==> src/rtl/riscy_pkg.sv <==
// Shared register-file definitions: default widths, the hard-wired zero
// register index and the address/data/counter typedefs used by reg_file,
// its write decoder and the bench.
package riscy_pkg;

    localparam int DATA_W   = 32;
    localparam int ADDR_W   = 5;
    localparam int NUM_REGS = 1 << ADDR_W;
    localparam int ZERO_REG = 0;
    localparam int CNT_W    = 16;

    typedef logic [ADDR_W-1:0] reg_addr_t;
    typedef logic [DATA_W-1:0] reg_data_t;
    typedef logic [CNT_W-1:0]  wr_count_t;

endpackage

==> src/rtl/reg_wr_decode.sv <==
// Write-port decoder: turns (wr_en, wr_addr) into a one-hot write-select
// vector with one bit per register. Bit ZERO_REG is always 0, so the zero
// register can never be loaded and a write to it never counts as committed.
module reg_wr_decode #(
    parameter int ADDR_W = riscy_pkg::ADDR_W
) (
    input  logic                     wr_en,
    input  logic [ADDR_W-1:0]        wr_addr,
    output logic [(1<<ADDR_W)-1:0]   wr_sel
);
    import riscy_pkg::*;

    // One-hot decode of the destination register, zero register masked off.
    always_comb begin
        wr_sel = '0;
        if (wr_en) begin
            wr_sel[wr_addr] = 1'b1;
        end
        wr_sel[ZERO_REG] = 1'b0;
    end

endmodule

==> src/rtl/reg_file.sv <==
// Two-read / one-write register file with a hard-wired zero register and a
// 16-bit committed-write counter for debug. Reads are combinational.
// Optional build macro REG_FILE_BYPASS_EN: a read of the register being
// written in the same cycle returns wr_data instead of the old contents.
// Storage is plain flops so that the asynchronous reset clears every entry.
module reg_file #(
    parameter int DATA_W = riscy_pkg::DATA_W,
    parameter int ADDR_W = riscy_pkg::ADDR_W
) (
    input  logic              clk,
    input  logic              rst_n,
    input  logic [ADDR_W-1:0] rs_addr,
    input  logic [ADDR_W-1:0] rt_addr,
    output logic [DATA_W-1:0] rs_data,
    output logic [DATA_W-1:0] rt_data,
    input  logic              wr_en,
    input  logic [ADDR_W-1:0] wr_addr,
    input  logic [DATA_W-1:0] wr_data,
    output logic [15:0]       wr_count
);
    import riscy_pkg::*;

    localparam int              NREGS     = 1 << ADDR_W;
    localparam logic [ADDR_W-1:0] ZERO_ADDR = ADDR_W'(ZERO_REG);

    logic [NREGS-1:0]  wr_sel;
    logic              wr_commit;
    logic [DATA_W-1:0] regs_q [NREGS];
    logic [DATA_W-1:0] regs_d [NREGS];
    logic [15:0]       wr_count_q;
    logic [15:0]       wr_count_d;

    reg_wr_decode #(
        .ADDR_W (ADDR_W)
    ) u_wr_decode (
        .wr_en   (wr_en),
        .wr_addr (wr_addr),
        .wr_sel  (wr_sel)
    );

    // A write commits only when it selects a real (non-zero) register.
    assign wr_commit = |wr_sel;

    // Next-state for the array and the wrapping commit counter.
    always_comb begin
        for (int i = 0; i < NREGS; i++) begin
            regs_d[i] = regs_q[i];
            if (wr_sel[i]) begin
                regs_d[i] = wr_data;
            end
        end
        wr_count_d = wr_count_q;
        if (wr_commit) begin
            wr_count_d = wr_count_q + 16'd1;
        end
    end

    // Register array and counter, cleared asynchronously by rst_n.
    always_ff @(posedge clk or negedge rst_n) begin
        if (!rst_n) begin
            for (int i = 0; i < NREGS; i++) begin
                regs_q[i] <= '0;
            end
            wr_count_q <= '0;
        end else begin
            for (int i = 0; i < NREGS; i++) begin
                regs_q[i] <= regs_d[i];
            end
            wr_count_q <= wr_count_d;
        end
    end

    // Combinational read ports; the zero register reads 0 regardless of storage.
    always_comb begin
        rs_data = regs_q[rs_addr];
        rt_data = regs_q[rt_addr];
        if (rs_addr == ZERO_ADDR) begin
            rs_data = '0;
        end
        if (rt_addr == ZERO_ADDR) begin
            rt_data = '0;
        end
`ifdef REG_FILE_BYPASS_EN
        // Forwarding is gated by rst_n so reads stay 0 throughout reset.
        if (rst_n && wr_commit && (rs_addr == wr_addr)) begin
            rs_data = wr_data;
        end
        if (rst_n && wr_commit && (rt_addr == wr_addr)) begin
            rt_data = wr_data;
        end
`endif
    end

    assign wr_count = wr_count_q;

    // An unknown destination during a write is left visible and flagged here.
    wr_addr_known_a : assert property (
        @(posedge clk) disable iff (!rst_n) wr_en |-> !$isunknown(wr_addr)
    );

endmodule

==> config.mk <==
export PLATFORM = sky130hd
export DESIGN_NAME = reg_file
export DESIGN_NICKNAME = d
export VERILOG_FILES = /design/src/rtl/riscy_pkg.sv /design/src/rtl/reg_wr_decode.sv /design/src/rtl/reg_file.sv
export SDC_FILE = /design/constraint.sdc
export NUM_CORES = 2
export LEC_CHECK = 0
export ABC_AREA = 1
export CAP_MARGIN = 30
export CORE_UTILIZATION = 30
export DETAILED_ROUTE_END_ITERATION = 10
export PLACE_DENSITY = 0.52
export SETUP_SLACK_MARGIN = 0.2
export SLEW_MARGIN = 20
export SYNTH_ARGS = -nofsm -noshare
export SYNTH_HDL_FRONTEND = slang
export SYNTH_SLANG_ARGS = --single-unit
==> constraint.sdc <==
create_clock -name clk -period 3.4 [get_ports clk]
set_input_delay 0.34 -clock clk [delete_from_list [all_inputs] [get_ports clk]]
set_output_delay 0.34 -clock clk [all_outputs]
set_load 0.005 [all_outputs]
Word level (Yosys, flattened, before mapping)
Index checks and enable logic that the tools add are counted.
{"block": "word_totals", "rom_bits": 0, "mem_count": 0, "latch_bits": 0, "wordCells": 54, "ramBits": 0, "in_bits": 50, "register_bits": 1008}
{"block": "classes", "mul": 0, "div_mod_pow": 0, "bitwise": 2, "n_mux": 11, "n_shift": 0, "reduce_logical": 4, "add_sub_neg": 1, "eq_ne": 0, "n_lt_le_gt_ge": 4}
{"operator": "32-bit binary-select mux with 5-bit select", "n": 2}
{"operator": "32-bit two-way mux", "n": 7}
{"operator": "31-bit OR reduction", "n": 1}
{"operator": "16-bit by 1-bit adder with 16-bit output (second input constant)", "n": 1}
{"operator": "6-bit greater-or-equal comparator (second input constant)", "n": 2}
{"operator": "5-bit inverter with 6-bit output", "n": 2}
{"operator": "5-bit logical NOT", "n": 2}
{"operator": "5-bit by 6-bit less-than comparator with 1-bit output (second input constant)", "n": 1}
{"operator": "1-bit demux with 5-bit select", "n": 1}
{"operator": "5-bit by 1-bit greater-or-equal comparator with 1-bit output (second input constant)", "n": 1}
{"operator": "1-bit logical AND", "n": 1}
{"operator": "1-bit two-way mux", "n": 1}

Logic depth before layout (Yosys ltp)
{"block": "logic_depth", "word_depth": 6, "ltp_mapped": 13}

Hierarchy
From an unflattened synthesis, not the netlist that was laid out.
{"block": "hier_totals", "hier_cells": 9498, "area_unflattened_um2": 61106.1}
{"module": "reg_file", "instances": 1, "cells_each": 9447, "area_each_um2": 60898.4}
{"module": "reg_wr_decode", "instances": 1, "cells_each": 51, "area_each_um2": 207.7}

Worst setup path before layout
No wires, ideal clock.
{"block": "synth_timing", "kind": "input to output", "startpoint": "in rt_addr[1]", "endpoint": "out rt_data[22]", "slack_ns": 1.542, "arrival_ns": 1.518, "stages": 9, "cell_sequence": "buf_2 -> inv_1 -> clkbuf_1 -> clkbuf_1 -> nand3_1 -> o2111ai_1 -> nand3_1 -> nand3_1 -> nand2_1"}
{"block": "synth_via", "elab_chain_len": 5, "elab_cells_between_ends": 6, "cone_classes": "mux: 4; bitwise: 1; reduce/logical: 1"}
{"item": "start: declaration", "line": "reg_file.sv:13", "text": "input logic [ADDR_W-1:0] rt_addr,"}
{"item": "5-bit inverter with 6-bit output (not written as such)", "line": "reg_file.sv:76", "text": "rt_data = regs_q[rt_addr];"}
{"item": "32-bit binary-select mux with 5-bit select", "line": "reg_file.sv:76"}
{"item": "32-bit two-way mux (not written as such) (2 in series)", "line": "reg_file.sv:76"}
{"item": "32-bit two-way mux (*)", "line": "reg_file.sv:80", "text": "if (rt_addr == ZERO_ADDR) begin"}
{"item": "end: declaration", "line": "reg_file.sv:15", "text": "output logic [DATA_W-1:0] rt_data,"}
Every way passes the cells marked *; elsewhere a longest branch is shown, timed or not. The select of a mux whose other input is x is not followed.

Final worst setup path
{"block": "layout_timing", "startpoint": "in rt_addr[0]", "endpoint": "out rt_data[8]"}
The elaborated chain is that of the path after synthesis.

==> results.ini <==
[status]
outcome=completed

[route]
wire_per_inst_um=23.9
detailedRoute.firstIterationViolations=6231
routed_wirelength_mm=226
route.vias.total=52700
router_iterations_before_antenna_repair=8
detail_route.vias_per_cell=5.55
post-route-drc-count=0
drt.antenna.violating_nets=0

[worst_setup_path]
timing.critical_path.fanout_max=116
end_kind=output port
arrival_ns=2.79
regToRegStartpoint=wr_count[0]
worstPathRequired_ns=3.06
r2r.worst_path.cells=8
critical_path_class=in -> out
crit_path_start_kind=primary input
startpoint=rt_addr[0]

[finish]
drive_above_1_share_pct=6.70
synthToLayoutAreaGrowth_pct=15.1
layout.cells.most_common=sky130_fd_sc_hd__nand2_1
num-nets-final=7076
layout_common_cells=sky130_fd_sc_hd__nand2_1, sky130_fd_sc_hd__o21ai_0, sky130_fd_sc_hd__dfrtp_1
fin_area_mm2=0.0624

[yosys]
synth_area_mm2=0.0542
synth.ff_latch_count=1008
cell_types_with_the_largest_area_share_after_synthesis=sky130_fd_sc_hd__dfrtp_1, sky130_fd_sc_hd__nand2_1, sky130_fd_sc_hd__o21ai_0, sky130_fd_sc_hd__nand3_1, sky130_fd_sc_hd__a21oi_1
synth.largest_area_cell=sky130_fd_sc_hd__dfrtp_1
postSynthAreaPerCell_um2=7.45
synth_fp_nets=7327
synth-seq-area-share_pct=46.5
yosysWarnings=0
yosys.cell_types.count=27
netlist_instances=7276
synth_top_cell_area_share_pct=46.5

[pwr]
worst_vdd_drop_mv=0.429
comb_power_share_pct=19.1
design_power_total_uw=36000
power.share.sequential_pct=44.2
static-leakage-power_uw=0.0272
sw_frac_of_total_pct=31.7
intPower_uw=24600
power_density_mw_per_mm2=577
netSwitchingPower_uw=11400
clkPwrFrac_pct=36.7

[cts]
clk_pin_slew_worst_paths_ns=0.06
cts.repair_timing.setup_buffer_count=0
deepest_clock_path_buffer_count=3
tritoncts_clock_tree=built
worst_skew_pair.late_latency_ns=0.75
cts.root.buffer_cell=sky130_fd_sc_hd__clkbuf_16
numCtsBuffers=114
clock-sinks=1008
ctsHtreeMaxLevel=3

[die]
fp.dieH_um=427
placement_rows=155
core_box_area_mm2=0.179
effective_utilization_at_floorplan_pct=30.3
io_pins=130
die-area_mm2=0.182
die_w_um=427

[sta]
max-slew-margin-rel_pct=34.2
layout_worst_path_cycle_share_pct=91.9
fin_skew_ns=0.00655
worst-slew-pin-transition_ns=0.987
hold_violations=0
rsz_0062_raised_after_global_routing=false
timing_max_transition_violations_final=0
finalHoldWorstSlack_ns=0.271
layout_min_cycle_time_ns=3.13
setup-tns-final_ns=0
setup_violations=0
max_freq_mhz=320

[min_path]
hold_wc_startpoint=wr_data[1]
min_path_type=in -> reg
worst_hold_path.num_cells=3

[placement]
io_buffers=129
gp_routability_congestion=0.848
dp.final_hpwl_mm=128
postPlaceCellArea_mm2=0.0584

[global_routing]
grt_pass1_vias=49900
grt_util_met3_pct=3.26
grt_first_pass_wirelength_mm=336
grt_start_max_net_pins=137
number_of_antenna_violations_at_the_first_check_in_global_routing=9
global_route.usage.met2_pct=39.3
grt.met1_usage_pct=32.8
grt_overflow_total=0
grtUsageTotal_pct=24.4
busiest_layer=met2

[flow_run]
maxCapViolCount=0

[sequential cells by signal, summed over array words and instances (netlist names)]
register / cells
regs_q: 992
wr_count: 16
[cells by family after synthesis]
| family | share of synthesized area, % |
|---|---|
| AOI/OAI and AO/OA | 23.7 |
| xor gates and xnor gates | 0.210 |
| adders and majority gates | 0.0231 |
| buffers and inverters | 7.89 |
| DFF | 46.5 |
| and+or+nand+nor | 21.6 |
[repair_timing]
action                                  CTS  global route
hold buffers                              1             0
endpoints found under the setup margin    0             1
hold endpoints to repair                 31             0
gates resized for setup                   0             1
[layout make-up]
| cell class | count | area (um2) |
|---|---|---|
| Multi-Input combinational cell | 5176 | 24900 |
| Clock inverter | 54 | 688 |
| Inverter | 417 | 1600 |
| Tap cell | 2355 | 2950 |
| Clock buffer | 161 | 3260 |
| Fill cell | 18800 | 117000 |
| Sequential cell | 1008 | 25200 |
| Timing Repair Buffer | 308 | 3830 |
| Antenna cell | 6 | 15.0 |
[Yosys cell counts, drive strengths merged]
master / number
a21oi: 586
nand3: 766
nor2: 166
o21ai: 1311
nand2: 1843
dfrtp: 1008
xnor2: 2
nand4: 8
buf: 187
inv: 417
ha: 1
o2111ai: 86
or2: 38
nor3b: 1
o211ai: 324
xor2: 11
nor3: 1
nand3b: 1
clkbuf: 488
a31oi: 31
[worst max-delay path: stages]
cell                              delay [ns]
sky130_fd_sc_hd__buf_8                  0.24
sky130_fd_sc_hd__buf_12                 0.40
sky130_fd_sc_hd__buf_4                  0.35
sky130_fd_sc_hd__nand2_1                0.09
sky130_fd_sc_hd__nand3_1                0.08
sky130_fd_sc_hd__o2111ai_1              0.14
sky130_fd_sc_hd__nand3_1                0.12
sky130_fd_sc_hd__nand3_1                0.10
sky130_fd_sc_hd__nand2_1                0.21
sky130_fd_sc_hd__clkdlybuf4s50_1        0.54
[power by group through the flow]
| stage | combinational, uW | clock, uW | sequential, uW |
|---|---|---|---|
| global placement | 6710 | 0 | 16000 |
| global route | 7820 | 13900 | 16200 |
| floorplan | 4540 | 0 | 15600 |
| detailed placement | 6840 | 0 | 16000 |
| CTS | 6860 | 13400 | 15900 |
| finish | 6870 | 13200 | 15900 |
[path summary, 6_finish.rpt]
path                           endpoint  slack (ns)
max in group asynchronous    regs_q[89]        1.95
min in group asynchronous   regs_q[747]        0.28
setup reg to reg           wr_count[10]        1.48
hold / removal              regs_q[257]        0.27
hold reg to reg             regs_q[733]        0.48
setup / recovery             rt_data[8]        0.27
[through the flow]
stage	cells	util (%)	setup WS (ns)
after floorplan	7276	-	1.54
after global placement	9256	32.6	0.335
after detailed placement	9262	32.6	0.318
after CTS	9478	34.8	0.296
after global routing	9482	34.9	0.200
final	9485	34.9	0.275
[per-layer routing]
| metal | part of all wire (%) | vias to the layer above |
|---|---|---|
| met4 | 4.2 | 0 |
| met3 | 7.6 | 460 |
| met5 | 0 | - |
| met2 | 46 | 2457 |
| li1 | - | 24200 |
| met1 | 42 | 25600 |
(Power assumes the default switching activity.)
